<file path="config.mk">
export PLATFORM = sky130hd
export DESIGN_NAME = grid_stream_reader
export DESIGN_NICKNAME = d
export VERILOG_FILES = /design/src/rtl/grid_stream_reader.sv
export SDC_FILE = /design/constraint.sdc
export NUM_CORES = 1
export LEC_CHECK = 0
export ABC_AREA = 1
export BUFFER_PORTS_ARGS = -buffer_cell sky130_fd_sc_hd__buf_2
export CAP_MARGIN = 0
export CORE_ASPECT_RATIO = 0.9
export CORE_MARGIN = 4
export CORE_UTILIZATION = 49
export DETAILED_ROUTE_END_ITERATION = 10
export PLACE_DENSITY_LB_ADDON = 0.05
export SLEW_MARGIN = 20
export SYNTH_ARGS = -nofsm -noshare
export SYNTH_HDL_FRONTEND = slang
export SYNTH_SLANG_ARGS = --single-unit
</file>
<file path="constraint.sdc">
create_clock -name CLOCK_50 -period 2.6 [get_ports CLOCK_50]
set_input_delay 0.13 -clock CLOCK_50 [delete_from_list [all_inputs] [get_ports CLOCK_50]]
set_output_delay 0.13 -clock CLOCK_50 [all_outputs]
set_load 0.02 [all_outputs]
</file>
<file path="src/rtl/grid_stream_reader.sv">
// grid_stream_reader: scans the 28x28 one-bit drawing grid in row-major order
// and streams each cell as a scaled activation on a valid/ready interface.
// It also counts set cells and, when GRID_BBOX_EN is defined, tracks their
// bounding box. Without GRID_BBOX_EN the bbox ports are tied to reset values.
module grid_stream_reader #(
    parameter int unsigned           GRID_SIZE = 28,
    parameter int unsigned           PIX_W     = 8,
    parameter logic [PIX_W-1:0]      ON_VALUE  = 8'd255
) (
    input  logic             CLOCK_50,
    input  logic             reset,
    input  logic             start,
    output logic             busy,
    output logic             done,
    output logic             mem_rd,
    output logic [9:0]       mem_addr,
    input  logic             mem_data,
    output logic [PIX_W-1:0] px_data,
    output logic [9:0]       px_index,
    output logic             px_valid,
    input  logic             px_ready,
    output logic             px_last,
    output logic [9:0]       set_count,
    output logic [4:0]       bbox_min_x,
    output logic [4:0]       bbox_max_x,
    output logic [4:0]       bbox_min_y,
    output logic [4:0]       bbox_max_y,
    output logic             bbox_valid
);

    localparam logic [9:0] CELLS    = 10'(GRID_SIZE * GRID_SIZE);
    localparam logic [9:0] LAST_IDX = 10'(GRID_SIZE * GRID_SIZE - 1);

    typedef enum logic [1:0] {
        IDLE,
        SCAN,
        FINISH
    } state_t;

    state_t state;
    state_t state_next;

    // read side
    logic [9:0] rd_ptr;
    logic       rd_pending;
    logic [9:0] pend_index;
    logic       issue;
    logic       launch;
    logic [2:0] pending_after;

    // two-entry output FIFO, entry 0 is the head
    logic [1:0] fifo_count;
    logic       bit0;
    logic       bit1;
    logic [9:0] idx0;
    logic [9:0] idx1;
    logic       push;
    logic       pop;

    assign launch   = (state == IDLE) && start;
    assign push     = rd_pending;
    assign px_valid = (fifo_count != 2'd0);
    assign pop      = px_valid && px_ready;

    // A beat leaving this cycle frees its slot, so it is credited before the
    // limit of 2 is applied; this keeps one read per cycle when px_ready is high.
    assign pending_after = {1'b0, fifo_count} + {2'b00, rd_pending} - {2'b00, pop};
    assign issue         = (state == SCAN) && (rd_ptr < CELLS) && (pending_after < 3'd2);

    assign mem_rd   = issue;
    assign mem_addr = rd_ptr;

    assign px_data  = bit0 ? ON_VALUE : '0;
    assign px_index = idx0;
    assign px_last  = px_valid && (idx0 == LAST_IDX);

    assign busy = (state == SCAN);
    assign done = (state == FINISH);

    // state register
    always_ff @(posedge CLOCK_50) begin
        if (reset) begin
            state <= IDLE;
        end else begin
            state <= state_next;
        end
    end

    // next-state logic
    always_comb begin
        state_next = state;
        case (state)
            IDLE:    if (start) state_next = SCAN;
            SCAN:    if (pop && (idx0 == LAST_IDX)) state_next = FINISH;
            FINISH:  state_next = IDLE;
            default: state_next = IDLE;
        endcase
    end

    // read pointer and one-deep in-flight tracker
    always_ff @(posedge CLOCK_50) begin
        if (reset) begin
            rd_ptr     <= '0;
            rd_pending <= 1'b0;
            pend_index <= '0;
        end else begin
            rd_pending <= issue;
            if (launch) begin
                rd_ptr <= '0;
            end else if (issue) begin
                rd_ptr     <= rd_ptr + 10'd1;
                pend_index <= rd_ptr;
            end
        end
    end

    // output FIFO: capture read data with its index, shift on accepted beats
    always_ff @(posedge CLOCK_50) begin
        if (reset) begin
            fifo_count <= '0;
            bit0       <= 1'b0;
            bit1       <= 1'b0;
            idx0       <= '0;
            idx1       <= '0;
        end else if (launch) begin
            fifo_count <= '0;
        end else begin
            case ({push, pop})
                2'b10: begin
                    if (fifo_count == 2'd0) begin
                        bit0 <= mem_data;
                        idx0 <= pend_index;
                    end else begin
                        bit1 <= mem_data;
                        idx1 <= pend_index;
                    end
                    fifo_count <= fifo_count + 2'd1;
                end
                2'b01: begin
                    bit0       <= bit1;
                    idx0       <= idx1;
                    fifo_count <= fifo_count - 2'd1;
                end
                2'b11: begin
                    if (fifo_count == 2'd1) begin
                        bit0 <= mem_data;
                        idx0 <= pend_index;
                    end else begin
                        bit0 <= bit1;
                        idx0 <= idx1;
                        bit1 <= mem_data;
                        idx1 <= pend_index;
                    end
                end
                default: ;
            endcase
        end
    end

    // set-cell counter, saturating at the cell count
    always_ff @(posedge CLOCK_50) begin
        if (reset || launch) begin
            set_count <= '0;
        end else if (push && mem_data && (set_count != CELLS)) begin
            set_count <= set_count + 10'd1;
        end
    end

`ifdef GRID_BBOX_EN
    localparam logic [4:0] COL_LAST = 5'(GRID_SIZE - 1);

    logic [4:0] cap_x;
    logic [4:0] cap_y;
    logic [4:0] min_x;
    logic [4:0] max_x;
    logic [4:0] min_y;
    logic [4:0] max_y;
    logic       box_seen;

    // column/row of the captured cell tracked incrementally, bbox widened on set cells
    always_ff @(posedge CLOCK_50) begin
        if (reset || launch) begin
            cap_x    <= '0;
            cap_y    <= '0;
            min_x    <= '1;
            max_x    <= '0;
            min_y    <= '1;
            max_y    <= '0;
            box_seen <= 1'b0;
        end else if (push) begin
            if (cap_x == COL_LAST) begin
                cap_x <= '0;
                cap_y <= cap_y + 5'd1;
            end else begin
                cap_x <= cap_x + 5'd1;
            end
            if (mem_data) begin
                box_seen <= 1'b1;
                if (cap_x < min_x) min_x <= cap_x;
                if (cap_x > max_x) max_x <= cap_x;
                if (cap_y < min_y) min_y <= cap_y;
                if (cap_y > max_y) max_y <= cap_y;
            end
        end
    end

    assign bbox_min_x = min_x;
    assign bbox_max_x = max_x;
    assign bbox_min_y = min_y;
    assign bbox_max_y = max_y;
    assign bbox_valid = box_seen;
`else
    assign bbox_min_x = '1;
    assign bbox_max_x = '0;
    assign bbox_min_y = '1;
    assign bbox_max_y = '0;
    assign bbox_valid = 1'b0;
`endif

endmodule

</file>
==> summary.md <==
| Metric | Value |
|---|---|
| Status | finished clean |
| Seq/Total Area, Yosys | 36.06% |
| Minimum hold slack | between 0.04 and 0.05 ns |
| CP startpoint | fifo_count[0] |
| Crit end category | output port |
| # IOs | between 60 and 70 |
| Die height | between 80 and 90 µm |
| Pleak | 1.713 nW |
| Share of power burned in registers | between 40% and 50% |
| Die ar. | ~0.008 mm² |
| Worst Skew | 0.007630 ns |
| Number of antenna diodes | 0 |
| CTS tree | done |
| Antenna-violating nets left | 0 |
| Via/cell ratio | around 4.7 |
| Avg Cell Area, Syn | between 6 and 7 µm² |
| Psw | 0.0008766 W |
| Final net count | approximately 520 |
| Die W | around 93 µm |
| Initial core utilization | 51.18% |
| Core area | roughly 0.006 mm² |
| Routed wirelength normalized by instance count | between 10 and 15 µm |
| WP data arrival | roughly 2.3 ns |
| Final min period | 2.470 ns |
| Clock root cell | clkbuf_8 |
| Reg2reg start | fifo_count[0] |
| CTS buffer count | 9 |
| Worst-path fanout max | 3 |
| Distinct cells, synth | 30 |
| Max clock buf depth | 2 |
| Logic pwr share | around a quarter |
| Synth area leader | dfxtp_1 |
| Clock-pin slew on the worst setup and hold paths | approximately 0.070 ns |
| First-pass GRT wire length | around 12000 µm |
| Num Clock Sinks | 57 |
| Max Slew Vio Count | 0 |
| Gpl congestion | between 0.8 and 0.9 |
| Sw Ratio | between 30% and 40% |
| Core Rows | 27 |
| Hold WC Path Type | in -> reg |
| Final hold violation count | 0 |
| Design area | approximately 0.0036 mm² |
| Largest net degree at the start of global routing | 32 |
| Port Buf Inserts | 47 |
| Kind of critical path | reg -> out |
| VDD IR-drop max | 0.0003544 V |
| Clock Latency Late Sink | ~0.34 ns |
| Clock power share | around 32% |
| H-tree Lvls | 3 |
| Slew @ Worst Pin | around 0.5 ns |
| Yosys warning count | 0 |
| Fraction of layout cells with a size suffix above 1 | just under 20% |
| Internal Power | roughly 0.0017 W |
| Tcrit/Tclk final | 95.00% |
| Post-DP Area | about 0.0033 mm² |
| Final setup vio count | 0 |
| Grt total ovfl | 0 |
| Hold_buf cts | 0 |
| Initial antenna violation count | 0 |
| # Max-Cap Violations | 0 |
| Routed WL | between 6000 and 7000 µm |
| Detailed-route DRC error count | 0 |
| Area Growth Syn to Fin | 13.56% |
| Post-synthesis cell count | 460 |
| Tot GR Track Use | 19.47% |
| Dpl hpwl | 4898 µm |
| Fmax achieved | about 0.40 GHz |
| Via count | roughly 2800 |
| Iter 0 DRT Violations | 130 |
| Area contributors post-synth | dfxtp_1, nand2_1, nor2_1 |
| Max_slew headroom | 65.77% |
| PwrDens | 709.2 mW/mm² |
| Min-Delay Startpoint | reset |
| Yosys reg bits | 57 |
| Share of the synthesized area in the top cell type | a little over a third |
| Crit path required time | between 2 and 2.5 ns |
| CP Launch Type | flop |
| RSZ-0062 raised after global routing | yes |
| Drt pass-1 iters | 4 |
| Vias in the first global route | ~2600 |
| Post-Syn Area | around 0.0032 mm² |
what timing repair did:
action | 4_1_cts | 5_1_grt
resized for setup | 12 | 4
setup buffers | 3 | 0
endpoints found under the setup margin | 2 | 10
pin swaps | 5 | 1
hold endpoints to repair | 0 | 0
final timing paths:
kind                                 endpoint  cells past startpoint  slack, ns
worst max-delay path                   mem_rd                     13       0.13
worst min-delay path                     push                      2       0.04
worst max register to register  pend_index[3]                     15       0.20
worst min register to register  pend_index[0]                      2       0.48
layer usage:
metal	vias up	wire length, µm	GRT usage (%)
li1	1473	-	-
met1	1257	3192	24.26
met2	71	3227	32.08
met3	6	464	6.272
met4	0	47	5.992
met5	-	0	0
power groups by stage:
| stage | Combinational [W] | Clock [W] | Sequential, W |
|---|---|---|---|
| 3_3_place_gp | 0.000640 | 0 | 0.00106 |
| 2_1_floorplan | 0.000509 | 0 | 0.00109 |
| 3_5_place_dp | 0.000647 | 0 | 0.00106 |
| 5_1_grt | 0.000766 | 0.000902 | 0.00107 |
| 6_report | 0.000676 | 0.000825 | 0.00105 |
| 4_1_cts | 0.000695 | 0.000852 | 0.00105 |
final cells by class:
class	count	area, µm²
clock buffer	11	141.4
tap	87	108.9
inverter	60	230.2
multi-input combinational	318	1587
fill	643	2589
clock inverter	5	55.05
sequential	57	1144
timing repair buffer	58	327.8
Yosys cell counts:
cell and number:
inv_2 3, nor3_1 5, o211ai_1 10, dfxtp_1 57
a21oi_2 6, o21ai_1 4, buf_6 5, ha_1 6
xnor2_1 1, fa_1 1, inv_1 57, o21ai_0 16
buf_1 1, nand2_1 104, nor3b_1 1, buf_4 30
nand3_1 32, xor2_1 11, a21oi_1 14, buf_2 4
nand2_2 2, and3_1 1, nor2_4 1, nor2_1 70
nor2_2 3, conb_1 2, clkbuf_1 4, nand4_1 6
nand3_4 1, nand2_4 2
flip-flops by register name, indices dropped and copies added (netlist names):
register	count
push	1
mem_addr	10
fifo_count	2
bit0	1
pend_index	10
set_count	10
state	2
px_index	10
bit1	1
idx1	10
metrics by stage:
stage / util [%] / setup TNS [ns] / worst slack [ns] / std cells / total power (W)
after floorplan: - / 0 / 0.06784 / 479 / 0.001599
after global placement: 54.02 / 0 / 0.07411 / 578 / 0.001702
after detailed placement: 54.02 / 0 / 0.02661 / 578 / 0.001711
after CTS: 58.37 / 0 / 0.0008296 / 597 / 0.002595
after global routing: 58.13 / -0.02258 / -0.02258 / 596 / 0.002734
final: 58.13 / 0 / 0.1300 / 596 / 0.002549
worst max-delay path, stage by stage (launching register included):
cell	delay, ns
dfxtp_2	0.35
inv_4	0.05
ha_4	0.16
inv_4	0.06
nand2_4	0.06
ha_4	0.22
nor2_4	0.09
inv_2	0.04
fa_1	0.47
inv_1	0.04
nor2_1	0.07
nand2_1	0.10
nor2_4	0.16
buf_8	0.13
kinds of logic after synthesis:
| logic type | Yosys count | synth area share, % |
|---|---|---|
| AND/OR/NAND/NOR | 228 | 30.72 |
| buffers and inverters | 104 | 17.24 |
| flip-flops | 57 | 36.06 |
| AO/OA/AOI/OAI | 50 | 9.411 |
| XOR/XNOR | 12 | 3.321 |
| adder cells (fa/ha/maj) | 7 | 3.005 |
| other | 2 | 0.2373 |
placed cells by master (no fill, tap or decap), drive strengths merged, types with 6 or more instances in the layout:
| cell type | instances |
|---|---|
| xor2 | 11 |
| o21ai | 20 |
| inv | 60 |
| buf | 58 |
| nand4 | 6 |
| conb | 21 |
| dfxtp | 57 |
| ha | 6 |
| o211ai | 10 |
| nand3 | 33 |
| a21oi | 20 |
| nand2 | 108 |
| clkbuf | 11 |
| nor2 | 74 |
No activity file was read; power rests on OpenSTA's default activity.
